## src/rtl/mem_access_stage.sv

```systemverilog
// Memory-access stage: takes one load/store from execute, drives a word-addressed
// data memory with variable-latency ack, and returns loads on the regfile load port.
//
// state | meaning
// IDLE  | ready for a new operation from execute
// REQ   | request held on the memory bus until ack or timeout
// WB    | one-cycle load writeback to the regfile
module mem_access_stage #(
  parameter int ADDR_W      = 11,
  parameter int ACK_TIMEOUT = 16
) (
  input  logic              clk,
  input  logic              rst,
  input  logic              in_valid,
  output logic              in_ready,
  input  logic              is_load,
  input  logic              is_store,
  input  logic              is_byte,
  input  logic [31:0]       addr,
  input  logic [31:0]       st_data,
  input  logic [3:0]        rd_addr,
  output logic [ADDR_W-1:0] mem_addr,
  output logic              mem_rd_en,
  output logic              mem_wr_en,
  output logic [3:0]        mem_byte_en,
  output logic [31:0]       mem_wdata,
  input  logic [31:0]       mem_rdata,
  input  logic              mem_ack,
  output logic [31:0]       w_data_ldr,
  output logic [3:0]        w_addr_ldr,
  output logic              w_en_ldr,
  output logic              pending_valid,
  output logic [3:0]        pending_rd,
  output logic              err
);

  localparam int CNT_W = (ACK_TIMEOUT > 1) ? $clog2(ACK_TIMEOUT) : 1;

  typedef enum logic [1:0] {S_IDLE, S_REQ, S_WB} state_t;

  state_t            r_state;
  state_t            w_next;
  logic              r_load;
  logic              r_store;
  logic              r_byte;
  logic [ADDR_W+1:0] r_addr;
  logic [31:0]       r_st_data;
  logic [3:0]        r_rd;
  logic [CNT_W-1:0]  r_cnt;
  logic [31:0]       r_ld_data;
  logic              r_err;

  logic              w_accept;
  logic              w_tc;
  logic              w_timeout;
  logic [1:0]        w_lane;
  logic [31:0]       w_rot;
  logic [7:0]        w_byte_sel;
  logic [31:0]       w_ld_data;
  logic              w_unused_addr;

  // Upper address bits fall outside the data memory and are ignored.
  assign w_unused_addr = ^addr[31:ADDR_W+2];

  assign w_accept  = in_valid && (r_state == S_IDLE) && (is_load || is_store);
  assign w_tc      = (r_cnt == '0);
  assign w_timeout = (r_state == S_REQ) && !mem_ack && w_tc;
  assign w_lane    = r_addr[1:0];

  always_ff @(posedge clk) begin
    if (rst) begin
      r_state <= S_IDLE;
    end else begin
      r_state <= w_next;
    end
  end

  always_comb begin
    w_next = r_state;
    case (r_state)
      S_IDLE: if (w_accept) w_next = S_REQ;
      S_REQ: begin
        if (mem_ack)   w_next = r_load ? S_WB : S_IDLE;
        else if (w_tc) w_next = S_IDLE;
      end
      S_WB:    w_next = S_IDLE;
      default: w_next = S_IDLE;
    endcase
  end

  // ARM unaligned word load: rotate right by 8*lane; byte load picks one lane.
  always_comb begin
    w_rot      = mem_rdata;
    w_byte_sel = mem_rdata[7:0];
    case (w_lane)
      2'd0: begin w_rot = mem_rdata;                           w_byte_sel = mem_rdata[7:0];   end
      2'd1: begin w_rot = {mem_rdata[7:0],  mem_rdata[31:8]};  w_byte_sel = mem_rdata[15:8];  end
      2'd2: begin w_rot = {mem_rdata[15:0], mem_rdata[31:16]}; w_byte_sel = mem_rdata[23:16]; end
      default: begin w_rot = {mem_rdata[23:0], mem_rdata[31:24]}; w_byte_sel = mem_rdata[31:24]; end
    endcase
    w_ld_data = r_byte ? {24'h0, w_byte_sel} : w_rot;
  end

  // Timeout is a down-counter loaded at accept; terminal count at zero ends REQ.
  always_ff @(posedge clk) begin
    if (rst) begin
      r_load    <= 1'b0;
      r_store   <= 1'b0;
      r_byte    <= 1'b0;
      r_addr    <= '0;
      r_st_data <= '0;
      r_rd      <= '0;
      r_cnt     <= '0;
      r_ld_data <= '0;
      r_err     <= 1'b0;
    end else begin
      r_err <= w_timeout;
      if (w_accept) begin
        r_load    <= is_load;
        r_store   <= is_store && !is_load;
        r_byte    <= is_byte;
        r_addr    <= addr[ADDR_W+1:0];
        r_st_data <= st_data;
        r_rd      <= rd_addr;
        r_cnt     <= CNT_W'(ACK_TIMEOUT - 1);
      end else if ((r_state == S_REQ) && !mem_ack && !w_tc) begin
        r_cnt <= r_cnt - CNT_W'(1);
      end
      if ((r_state == S_REQ) && mem_ack && r_load) begin
        r_ld_data <= w_ld_data;
      end
    end
  end

  always_comb begin
    in_ready      = (r_state == S_IDLE);
    mem_addr      = '0;
    mem_rd_en     = 1'b0;
    mem_wr_en     = 1'b0;
    mem_byte_en   = 4'h0;
    mem_wdata     = 32'h0;
    w_data_ldr    = 32'h0;
    w_addr_ldr    = 4'h0;
    w_en_ldr      = 1'b0;
    pending_valid = 1'b0;
    pending_rd    = 4'h0;
    err           = r_err;
    case (r_state)
      S_REQ: begin
        mem_addr      = r_addr[ADDR_W+1:2];
        mem_rd_en     = r_load;
        mem_wr_en     = r_store;
        pending_valid = r_load;
        pending_rd    = r_load ? r_rd : 4'h0;
        if (r_store) begin
          mem_wdata = r_byte ? {4{r_st_data[7:0]}} : r_st_data;
          if (!r_byte) begin
            mem_byte_en = 4'hF;
          end else begin
            case (w_lane)
              2'd0:    mem_byte_en = 4'b0001;
              2'd1:    mem_byte_en = 4'b0010;
              2'd2:    mem_byte_en = 4'b0100;
              default: mem_byte_en = 4'b1000;
            endcase
          end
        end
      end
      S_WB: begin
        w_en_ldr      = 1'b1;
        w_data_ldr    = r_ld_data;
        w_addr_ldr    = r_rd;
        pending_valid = 1'b1;
        pending_rd    = r_rd;
      end
      default: ;
    endcase
  end

endmodule

```

## config.mk

```make
export PLATFORM = sky130hd
export DESIGN_NAME = mem_access_stage
export DESIGN_NICKNAME = d
export VERILOG_FILES = /design/src/rtl/mem_access_stage.sv
export SDC_FILE = /design/constraint.sdc
export NUM_CORES = 1
export LEC_CHECK = 0
export CAP_MARGIN = 20
export CORE_UTILIZATION = 38
export CTS_CLUSTER_DIAMETER = 30
export CTS_CLUSTER_SIZE = 12
export DETAILED_ROUTE_END_ITERATION = 8
export MAX_ROUTING_LAYER = met4
export PLACE_DENSITY = 0.71
export SLEW_MARGIN = 10
export SYNTH_ARGS = -nofsm -noshare
export SYNTH_HDL_FRONTEND = slang
export SYNTH_SLANG_ARGS = --single-unit
```

## constraint.sdc

```tcl
create_clock -name clk -period 2 [get_ports clk]
set_input_delay 0.2 -clock clk [delete_from_list [all_inputs] [get_ports clk]]
set_output_delay 0.2 -clock clk [all_outputs]
set_load 0.1 [all_outputs]
```

==> results.sh, run 1 <==
export IMPL_synthFlopType="dfxtp_1"
export IMPL_r2r_start="r_cnt[0]"
export IMPL_ys_ff_latch=91
export IMPL_die_w_um=112
export IMPL_clkSinkCount=91
export IMPL_cts_inserted_buffers=9
export IMPL_cp_max_fo=7
export IMPL_cp_end_kind="output pin"
export IMPL_core_area_mm2=0.0116
export IMPL_maxSlewViolCount=0
export IMPL_hold_violations=0
export IMPL_drv_cap=0
export IMPL_gp_congestion=0.883
export IMPL_multi_input_area_mm2=0.00293
export IMPL_fmax_mhz=512
export IMPL_ys_seq_area_share_pct=39.6
export IMPL_start_kind="register"
export IMPL_synth_edf_count=0
export IMPL_dp_slack_ps=119
export IMPL_hp_start="rst"
export IMPL_first_global_vias=4891
export IMPL_yosysTopAreaCell="dfxtp_1"
export IMPL_tightest_slew_ps=506
export IMPL_dieArea_mm2=0.0126
export IMPL_pin_count=200
export IMPL_hold_class="in -> reg"
export IMPL_min_path_cells=2
export IMPL_clk_latency_ps=340
export IMPL_portBuffers=180
export IMPL_cts_buffer_depth=2
export IMPL_status="finished, violations left"
export IMPL_fillers=877
export IMPL_vias=4583
export IMPL_cts_tree="yes"
export IMPL_setup_viol=0
export IMPL_ys_top_cells_by_area="dfxtp_1 (40%), mux2i_1 (14%), nand2_1 (9.1%)"
export IMPL_async_reset_ff_share_pct=0
export IMPL_synth_top_area_share_pct=39.6
export IMPL_violations="design-rule violations"
export IMPL_yosys_cell_count_top_type="nand2_1"
export IMPL_grt_ovfl_total=0
export IMPL_drtIter0Drc=182
export IMPL_power_switching_w=0.00140
export IMPL_synth_common_cells="nand2_1 (112), dfxtp_1 (91), a21oi_1 (80)"
export IMPL_worstPathArrival_ps=1750
export IMPL_rr_worst_depth=5
export IMPL_r2r_end="r_state[1]"
export IMPL_regArea_mm2=0.00183
export IMPL_ir_drop_uv=361
export IMPL_insertedDiodeCount=0
export IMPL_power_density_mw_per_mm2=580
export IMPL_holdWs_ps=166
export IMPL_rsz0062_at_grt="no"
export IMPL_syn_inst=553
export IMPL_slew_headroom_pct=66.3
export IMPL_critical_path_required_ps=1800
export IMPL_root_buffer="clkbuf_16"
export IMPL_htree_levels=3
export IMPL_wl_um=15000
export IMPL_finish_instance_area_mm2=0.00824
export IMPL_post_route_util_pct=71.0
export IMPL_dp_hpwl_um=11100
export IMPL_syn_num_nets=664
export IMPL_wl_per_cell_um=17.2
export IMPL_antenna_found_initial=0
export IMPL_ctsHoldBuffers=0
export IMPL_r2r_setup_slack_ps=180
export IMPL_dr_pass1_iters=7
export IMPL_route_detailed_drc=13
export IMPL_syn2layout_area_growth_pct=79.1
export IMPL_die_h_um=112
export IMPL_track_usage_pct=25.3
export IMPL_grt_max_degree=39
export IMPL_ys_warn_count=0
export IMPL_netlist_area_mm2=0.00460
export IMPL_setup_ws_ps=48.2
export IMPL_initial_core_util_pct=39.6
export IMPL_power_internal_w=0.00338
export IMPL_ant_nets=0
export IMPL_drive_gt1_share_pct=29.3
export IMPL_netlist_cell_type_count=34
export IMPL_switching_share_pct=29.3
export IMPL_fin_crit_sh_pct=97.6
export IMPL_clkPwrFrac_pct=36.5
export IMPL_via_per_inst=5.26
export IMPL_row_count=39
export IMPL_fin_skew_ps=5.59
export IMPL_combPwrFrac_pct=22.3
export IMPL_seqPwrFrac_pct=41.2
export IMPL_p_leak_nw=3.03
export IMPL_nNetsFinal=834
export IMPL_grt_pass1_wl_um=24500
export IMPL_syn_avg_cell_area_um2=8.32
export IMPL_cts_clk_slew_worst_paths_ps=70
export IMPL_hold_end="err"
export IMPL_postPlaceCellArea_mm2=0.00791
export IMPL_period_needed_ps=1950
export IMPL_path_class="reg -> out"
==> power by group through the flow <==
stage	combinational [W]	sequential (W)	clock [W]
global placement	0.00103	0.00200	0
CTS	0.00107	0.00197	0.00177
global route	0.00115	0.00198	0.00186
finish	0.00106	0.00197	0.00175
floorplan	0.000622	0.00198	0
detailed placement	0.00106	0.00201	0
==> worst max-delay path, stage by stage (launching register included) <==
cell	delay [ps]
dfxtp_2	360
inv_2	60
ha_4	190
and2_4	190
o21a_4	230
and2_2	210
buf_12	160
==> metal layers <==
metal | part of all wire, % | track usage (%) | vias to the layer above
met5 | 0 | - | -
met4 | 1.6 | 6.67 | 0
met3 | 6.6 | 5.72 | 21
met2 | 51 | 44.9 | 145
met1 | 41 | 28.5 | 2194
li1 | - | - | 2223
==> worst max-delay path by stage <==
stage                     from              to  slack, ps  depth (start not counted)
detailed placement  r_state[1]        r_cnt[3]        120                          5
global placement    r_state[1]    mem_wdata[9]        160                          6
global route        r_state[0]   pending_rd[0]          5                          5
finish              r_state[1]   pending_rd[0]         50                          6
floorplan           r_state[1]  mem_byte_en[1]       -600                          5
CTS                 r_state[1]   pending_rd[0]         20                          6
==> through the flow <==
stage | cells | TNS, ps | total power, W
finish | 871 | 0 | 0.00478
CTS | 871 | 0 | 0.00481
floorplan | 553 | -20230 | 0.00261
global route | 871 | 0 | 0.00499
detailed placement | 855 | 0 | 0.00306
global placement | 855 | 0 | 0.00303
==> final cells by class <==
type                       instances  share of cell area, %
clock buffer                      10                   2.90
clock inverter                     6                  0.789
inverter                           6                  0.273
multi-input combinational        409                   35.5
sequential                        91                   22.1
tap                              143                   2.17
timing repair buffer             206                   36.2
==> flip-flops by register name (all words and copies together), names as in the netlist, 2 cells and up <==
name and cells:
r_ld_data 32, r_st_data 32, r_addr 13, r_cnt 4, r_rd 4, r_state 2
==> logic make-up (layout without fill, tap and decap cells) <==
family                     after synthesis  count (layout)  synth area share, %
and+or+nand+nor                        213             213                 23.0
AOI/OAI and AO/OA                      127             127                 17.3
buffers and inverters                   53             228                 4.89
muxes                                   65              65                 14.2
DFF                                     91              91                 39.6
adders and majority gates                4               4                 1.09
==> cells in the final DEF, fill, tap and decap left out, drive strengths merged <==
cell,n
buf,120
nand2,112
dfxtp,91
clkdlybuf4s50,86
a21oi,80
mux2i,64
and2,53
a22o,32
nand2b,27
clkbuf,10
and3,8
inv,6
nor2,4
a211oi,4
clkinvlp,4
ha,4
nor2b,2
o21ai,2
a31oi,2
o21a,2
and4b,1
or3b,1
o211a,1
o32ai,1
o211ai,1
a22oi,1
mux2,1
or4b,1
or4,1
or2b,1
nor3,1
nand4b,1
a311oi,1
bufinv,1
clkinv,1
==> repair_timing <==
item / in CTS / in global routing
resized for setup: 4 / 3
setup buffers: 0 / 0
endpoints found under the setup margin: 34 / 10
Note: power is estimated with default switching activity, not from simulation.
==> run 2: changes to the inputs <==
Settings changed: SKIP_CTS_REPAIR_TIMING from default to 1.
==> results.sh, run 2 (synthesis results as in run 1) <==
export IMPL_status="finished, violations left"
export IMPL_violations="design-rule violations"
export IMPL_route_detailed_drc=13
export IMPL_htree_levels=3
export IMPL_wl_per_cell_um=17.3
export IMPL_antenna_found_initial=0
export IMPL_fin_skew_ps=4.68
export IMPL_dp_cells=855
export IMPL_maxSlewViolCount=0
export IMPL_path_class="reg -> out"
export IMPL_tightest_slew_ps=502
export IMPL_tns_ps=0
export IMPL_portBuffers=180
export IMPL_min_path_cells=2
export IMPL_ant_nets=0
export IMPL_via_per_inst=5.26
export IMPL_hold_violations=0
export IMPL_first_global_vias=4884
export IMPL_cp_max_fo=7
export IMPL_seqPwrFrac_pct=41.2
export IMPL_final_common_cell="nand2_1"
export IMPL_met1_usage_pct=28.4
export IMPL_ir_drop_uv=363
export IMPL_track_usage_pct=25.2
export IMPL_cts_clk_slew_worst_paths_ps=70
export IMPL_critical_path_required_ps=1800
export IMPL_fin_crit_sh_pct=97.8
export IMPL_finalPower_w=0.00479
export IMPL_power_switching_w=0.00141
export IMPL_p_leak_nw=3.03
export IMPL_clk_latency_ps=340
export IMPL_vias=4585
export IMPL_clkPwrFrac_pct=36.6
export IMPL_drv_cap=0
export IMPL_worstPathArrival_ps=1760
export IMPL_period_needed_ps=1960
export IMPL_clkSinkCount=91
export IMPL_gp_congestion=0.883
export IMPL_switching_share_pct=29.4
export IMPL_combPwrFrac_pct=22.3
export IMPL_setup_ws_ps=44.5
export IMPL_hp_start="rst"
export IMPL_start_kind="register"
export IMPL_dp_hpwl_um=11100
export IMPL_use_met2_pct=44.9
export IMPL_hold_class="in -> reg"
export IMPL_drive_gt1_share_pct=29.3
export IMPL_reg_largest_list="r_ld_data: 32 flops, r_st_data: 32 flops, r_addr: 13 flops"
export IMPL_rr_worst_depth=5
export IMPL_grt_busiest_layer="met2"
export IMPL_die_h_um=112
export IMPL_dieArea_mm2=0.0126
export IMPL_r2r_setup_slack_ps=170
export IMPL_post_route_util_pct=71.0
export IMPL_grt_pass1_wl_um=24400
export IMPL_cts_tree="yes"
export IMPL_cts_inserted_buffers=9
export IMPL_nNetsFinal=834
export IMPL_dr_pass1_iters=6
export IMPL_pin_count=200
export IMPL_initial_core_util_pct=39.6
export IMPL_grt_ovfl_total=0
export IMPL_row_count=39
export IMPL_r2r_start="r_cnt[0]"
export IMPL_layout_common_cells="nand2_1 (111), buf_12 (98), dfxtp_1 (88)"
export IMPL_core_area_mm2=0.0116
export IMPL_dp_slack_ps=119
export IMPL_cts_buffer_depth=2
export IMPL_r2r_end="r_state[1]"
export IMPL_rsz0062_at_grt="no"
export IMPL_slew_headroom_pct=66.5
export IMPL_instances_no_fill=871
export IMPL_die_w_um=112
export IMPL_setup_viol=0
export IMPL_grt_max_degree=39
export IMPL_cp_end_kind="output pin"
export IMPL_grt_use_met3_pct=5.72
export IMPL_hold_end="err"
export IMPL_wl_um=15000
export IMPL_drtIter0Drc=179
export IMPL_root_buffer="clkbuf_16"
export IMPL_syn2layout_area_growth_pct=79.1
export IMPL_fmax_mhz=511
export IMPL_power_internal_w=0.00338
export IMPL_power_density_mw_per_mm2=581
export IMPL_insertedDiodeCount=0
run 2: critical path, cell delays in order, from the launching register on:
cell and delay [ps]:
dfxtp_2 360, inv_2 60, ha_4 190, and2_4 200
o21a_4 230, and2_2 210, buf_12 160
run 2: power groups by stage:
| stage | clock [W] | combinational, W | sequential, W |
|---|---|---|---|
| final | 0.00175 | 0.00107 | 0.00197 |
| after global routing | 0.00186 | 0.00115 | 0.00198 |
| after CTS | 0.00177 | 0.00106 | 0.00197 |
| after detailed placement | 0 | 0.00106 | 0.00201 |
| after global placement | 0 | 0.00103 | 0.00200 |
| after floorplan | 0 | 0.000622 | 0.00198 |
run 2: worst max path at each step:
stage / start / endpoint / cells after the start
5_1_grt: r_state[0] / pending_rd[0] / 5
4_1_cts: r_state[1] / mem_wdata[11] / 6
2_1_floorplan: r_state[1] / mem_byte_en[1] / 5
3_5_place_dp: r_state[1] / r_cnt[3] / 5
6_report: r_state[1] / pending_rd[0] / 6
3_3_place_gp: r_state[1] / mem_wdata[9] / 6
run 2: layout make-up:
class / count / area [µm²]
clock buffers: 10 / 239
well taps: 143 / 179
flip-flops and latches: 91 / 1830
fillers: 877 / 3370
repair buffers: 206 / 2990
inverters: 6 / 22.5
multi-input cells: 409 / 2930
clock inverters: 6 / 65.1
run 2: metal layers:
metal  up-vias  part of all wire [%]
li1       2221                     -
met4         0                   1.9
met1      2192                    41
met5         -                     0
met3        27                   6.5
met2       145                    51
run 2: per-stage QoR:
stage / hold WS (ps) / cell area (µm²)
3_3_place_gp: 439 / 7910
3_5_place_dp: 443 / 7910
2_1_floorplan: 296 / 4940
6_report: 171 / 8240
4_1_cts: 166 / 8210
5_1_grt: 187 / 8240
==> run 3: changes to the inputs <==
Settings changed: CORE_UTILIZATION 38 to 43, GPL_ROUTABILITY_DRIVEN from default to 0, PLACE_DENSITY 0.71 to 0.8.
==> results.sh, run 3 (synthesis results as in run 1) <==
export IMPL_path_class="reg -> out"
export IMPL_initial_core_util_pct=44.4
export IMPL_seqPwrFrac_pct=45.5
export IMPL_post_route_util_pct=78.1
export IMPL_nNetsFinal=829
export IMPL_maxSlewViolCount=0
export IMPL_clkSinkCount=91
export IMPL_track_usage_pct=27.8
export IMPL_critical_path_required_ps=1800
export IMPL_postPlaceCellArea_mm2=0.00789
export IMPL_core_area_mm2=0.0104
export IMPL_slew_headroom_pct=64.6
export IMPL_dr_pass1_iters=6
export IMPL_ant_nets=0
export IMPL_insertedDiodeCount=0
export IMPL_cts_tree="yes"
export IMPL_grt_ovfl_total=0
export IMPL_cts_buffer_depth=2
export IMPL_holdWs_ps=216
export IMPL_fin_skew_ps=10.2
export IMPL_layout_common_cells="nand2_1 (111), buf_12 (100), dfxtp_1 (88)"
export IMPL_row_count=37
export IMPL_drv_cap=0
export IMPL_die_w_um=105
export IMPL_setup_ws_ps=60.8
export IMPL_route_detailed_drc=0
export IMPL_hold_violations=0
export IMPL_wl_per_cell_um=17.3
export IMPL_clkPwrFrac_pct=29.5
export IMPL_via_per_inst=5.34
export IMPL_hold_class="in -> reg"
export IMPL_final_common_cell="nand2_1"
export IMPL_p_leak_nw=2.97
export IMPL_tightest_slew_ps=531
export IMPL_power_density_mw_per_mm2=533
export IMPL_cts_clk_slew_worst_paths_ps=90
export IMPL_portBuffers=180
export IMPL_dieArea_mm2=0.0111
export IMPL_cp_end_kind="output pin"
export IMPL_fmax_mhz=516
export IMPL_finish_instance_area_mm2=0.00810
export IMPL_power_switching_w=0.00130
export IMPL_fillers=686
export IMPL_pin_count=200
export IMPL_syn2layout_area_growth_pct=76.0
export IMPL_cp_max_fo=5
export IMPL_htree_levels=3
export IMPL_switching_share_pct=30.1
export IMPL_grt_max_degree=38
export IMPL_period_needed_ps=1940
export IMPL_clk_latency_ps=360
export IMPL_setup_viol=0
export IMPL_first_global_vias=4838
export IMPL_drtIter0Drc=164
export IMPL_vias=4579
export IMPL_power_internal_w=0.00302
export IMPL_wl_um=14800
export IMPL_combPwrFrac_pct=24.9
export IMPL_status="finished clean"
export IMPL_cts_inserted_buffers=9
export IMPL_grt_pass1_wl_um=23800
export IMPL_start_kind="register"
export IMPL_reg_largest_list="r_ld_data: 32 flops, r_st_data: 32 flops, r_addr: 13 flops"
export IMPL_dp_hpwl_um=11000
export IMPL_ir_drop_uv=403
export IMPL_fin_crit_sh_pct=97.0
export IMPL_rsz0062_at_grt="no"
export IMPL_drive_gt1_share_pct=28.4
export IMPL_dp_slack_ps=112
export IMPL_die_h_um=105
export IMPL_antenna_found_initial=0
export IMPL_root_buffer="clkbuf_8"
export IMPL_tns_ps=0
export IMPL_worstPathArrival_ps=1740
==> run 3: cell count changes in the layout (fill, tap and decap cells not counted), sizes merged <==
cell      before  now
buf          120  115
clkinvlp       4    0
clkbuf        10   13
==> run 3: cell type report <==
cell class / count / area (µm²) / share of cell area [%]
multi-input cells: 409 / 2920 / 36.0
inverters: 6 / 22.5 / 0.278
clock buffers: 13 / 159 / 1.96
repair buffers: 201 / 2970 / 36.7
clock inverters: 2 / 35.0 / 0.432
flip-flops and latches: 91 / 1830 / 22.5
well taps: 136 / 170 / 2.10
==> run 3: worst max-delay path, stage by stage, from the launching register on <==
cell and delay (ps):
dfxtp_2 350, inv_2 60, ha_4 180, and2_4 190
o21a_4 220, and2_2 210, buf_12 160
==> run 3: metal layers <==
metal | vias to the layer above | track usage [%] | part of all wire, %
li1 | 2209 | - | -
met1 | 2177 | 29.4 | 40
met2 | 164 | 50.1 | 52
met3 | 29 | 6.56 | 6.5
met4 | 0 | 10.5 | 2.5
met5 | - | - | 0
==> run 3: path summary, 6_finish.rpt <==
| kind | from | end | slack (ps) | cells past startpoint |
|---|---|---|---|---|
| setup / recovery | r_state[1] | pending_rd[0] | 60 | 6 |
| hold / removal | rst | r_load | 220 | 2 |
| setup reg to reg | r_cnt[0] | r_state[1] | 160 | 5 |
| hold reg to reg | r_addr[5] | r_addr[5] | 450 | 2 |
==> run 3: power by group through the flow <==
stage               Combinational, W  Clock [W]  Sequential, W
finish                       0.00108    0.00128        0.00197
CTS                          0.00107    0.00130        0.00196
floorplan                   0.000622          0        0.00198
global placement             0.00103          0        0.00200
detailed placement           0.00106          0        0.00200
global route                 0.00115    0.00137        0.00198
==> run 3: through the flow <==
stage          std cells  power (W)
6_report             858    0.00432
2_1_floorplan        553    0.00261
4_1_cts              858    0.00433
3_3_place_gp         843    0.00302
3_5_place_dp         843    0.00307
5_1_grt              858    0.00450
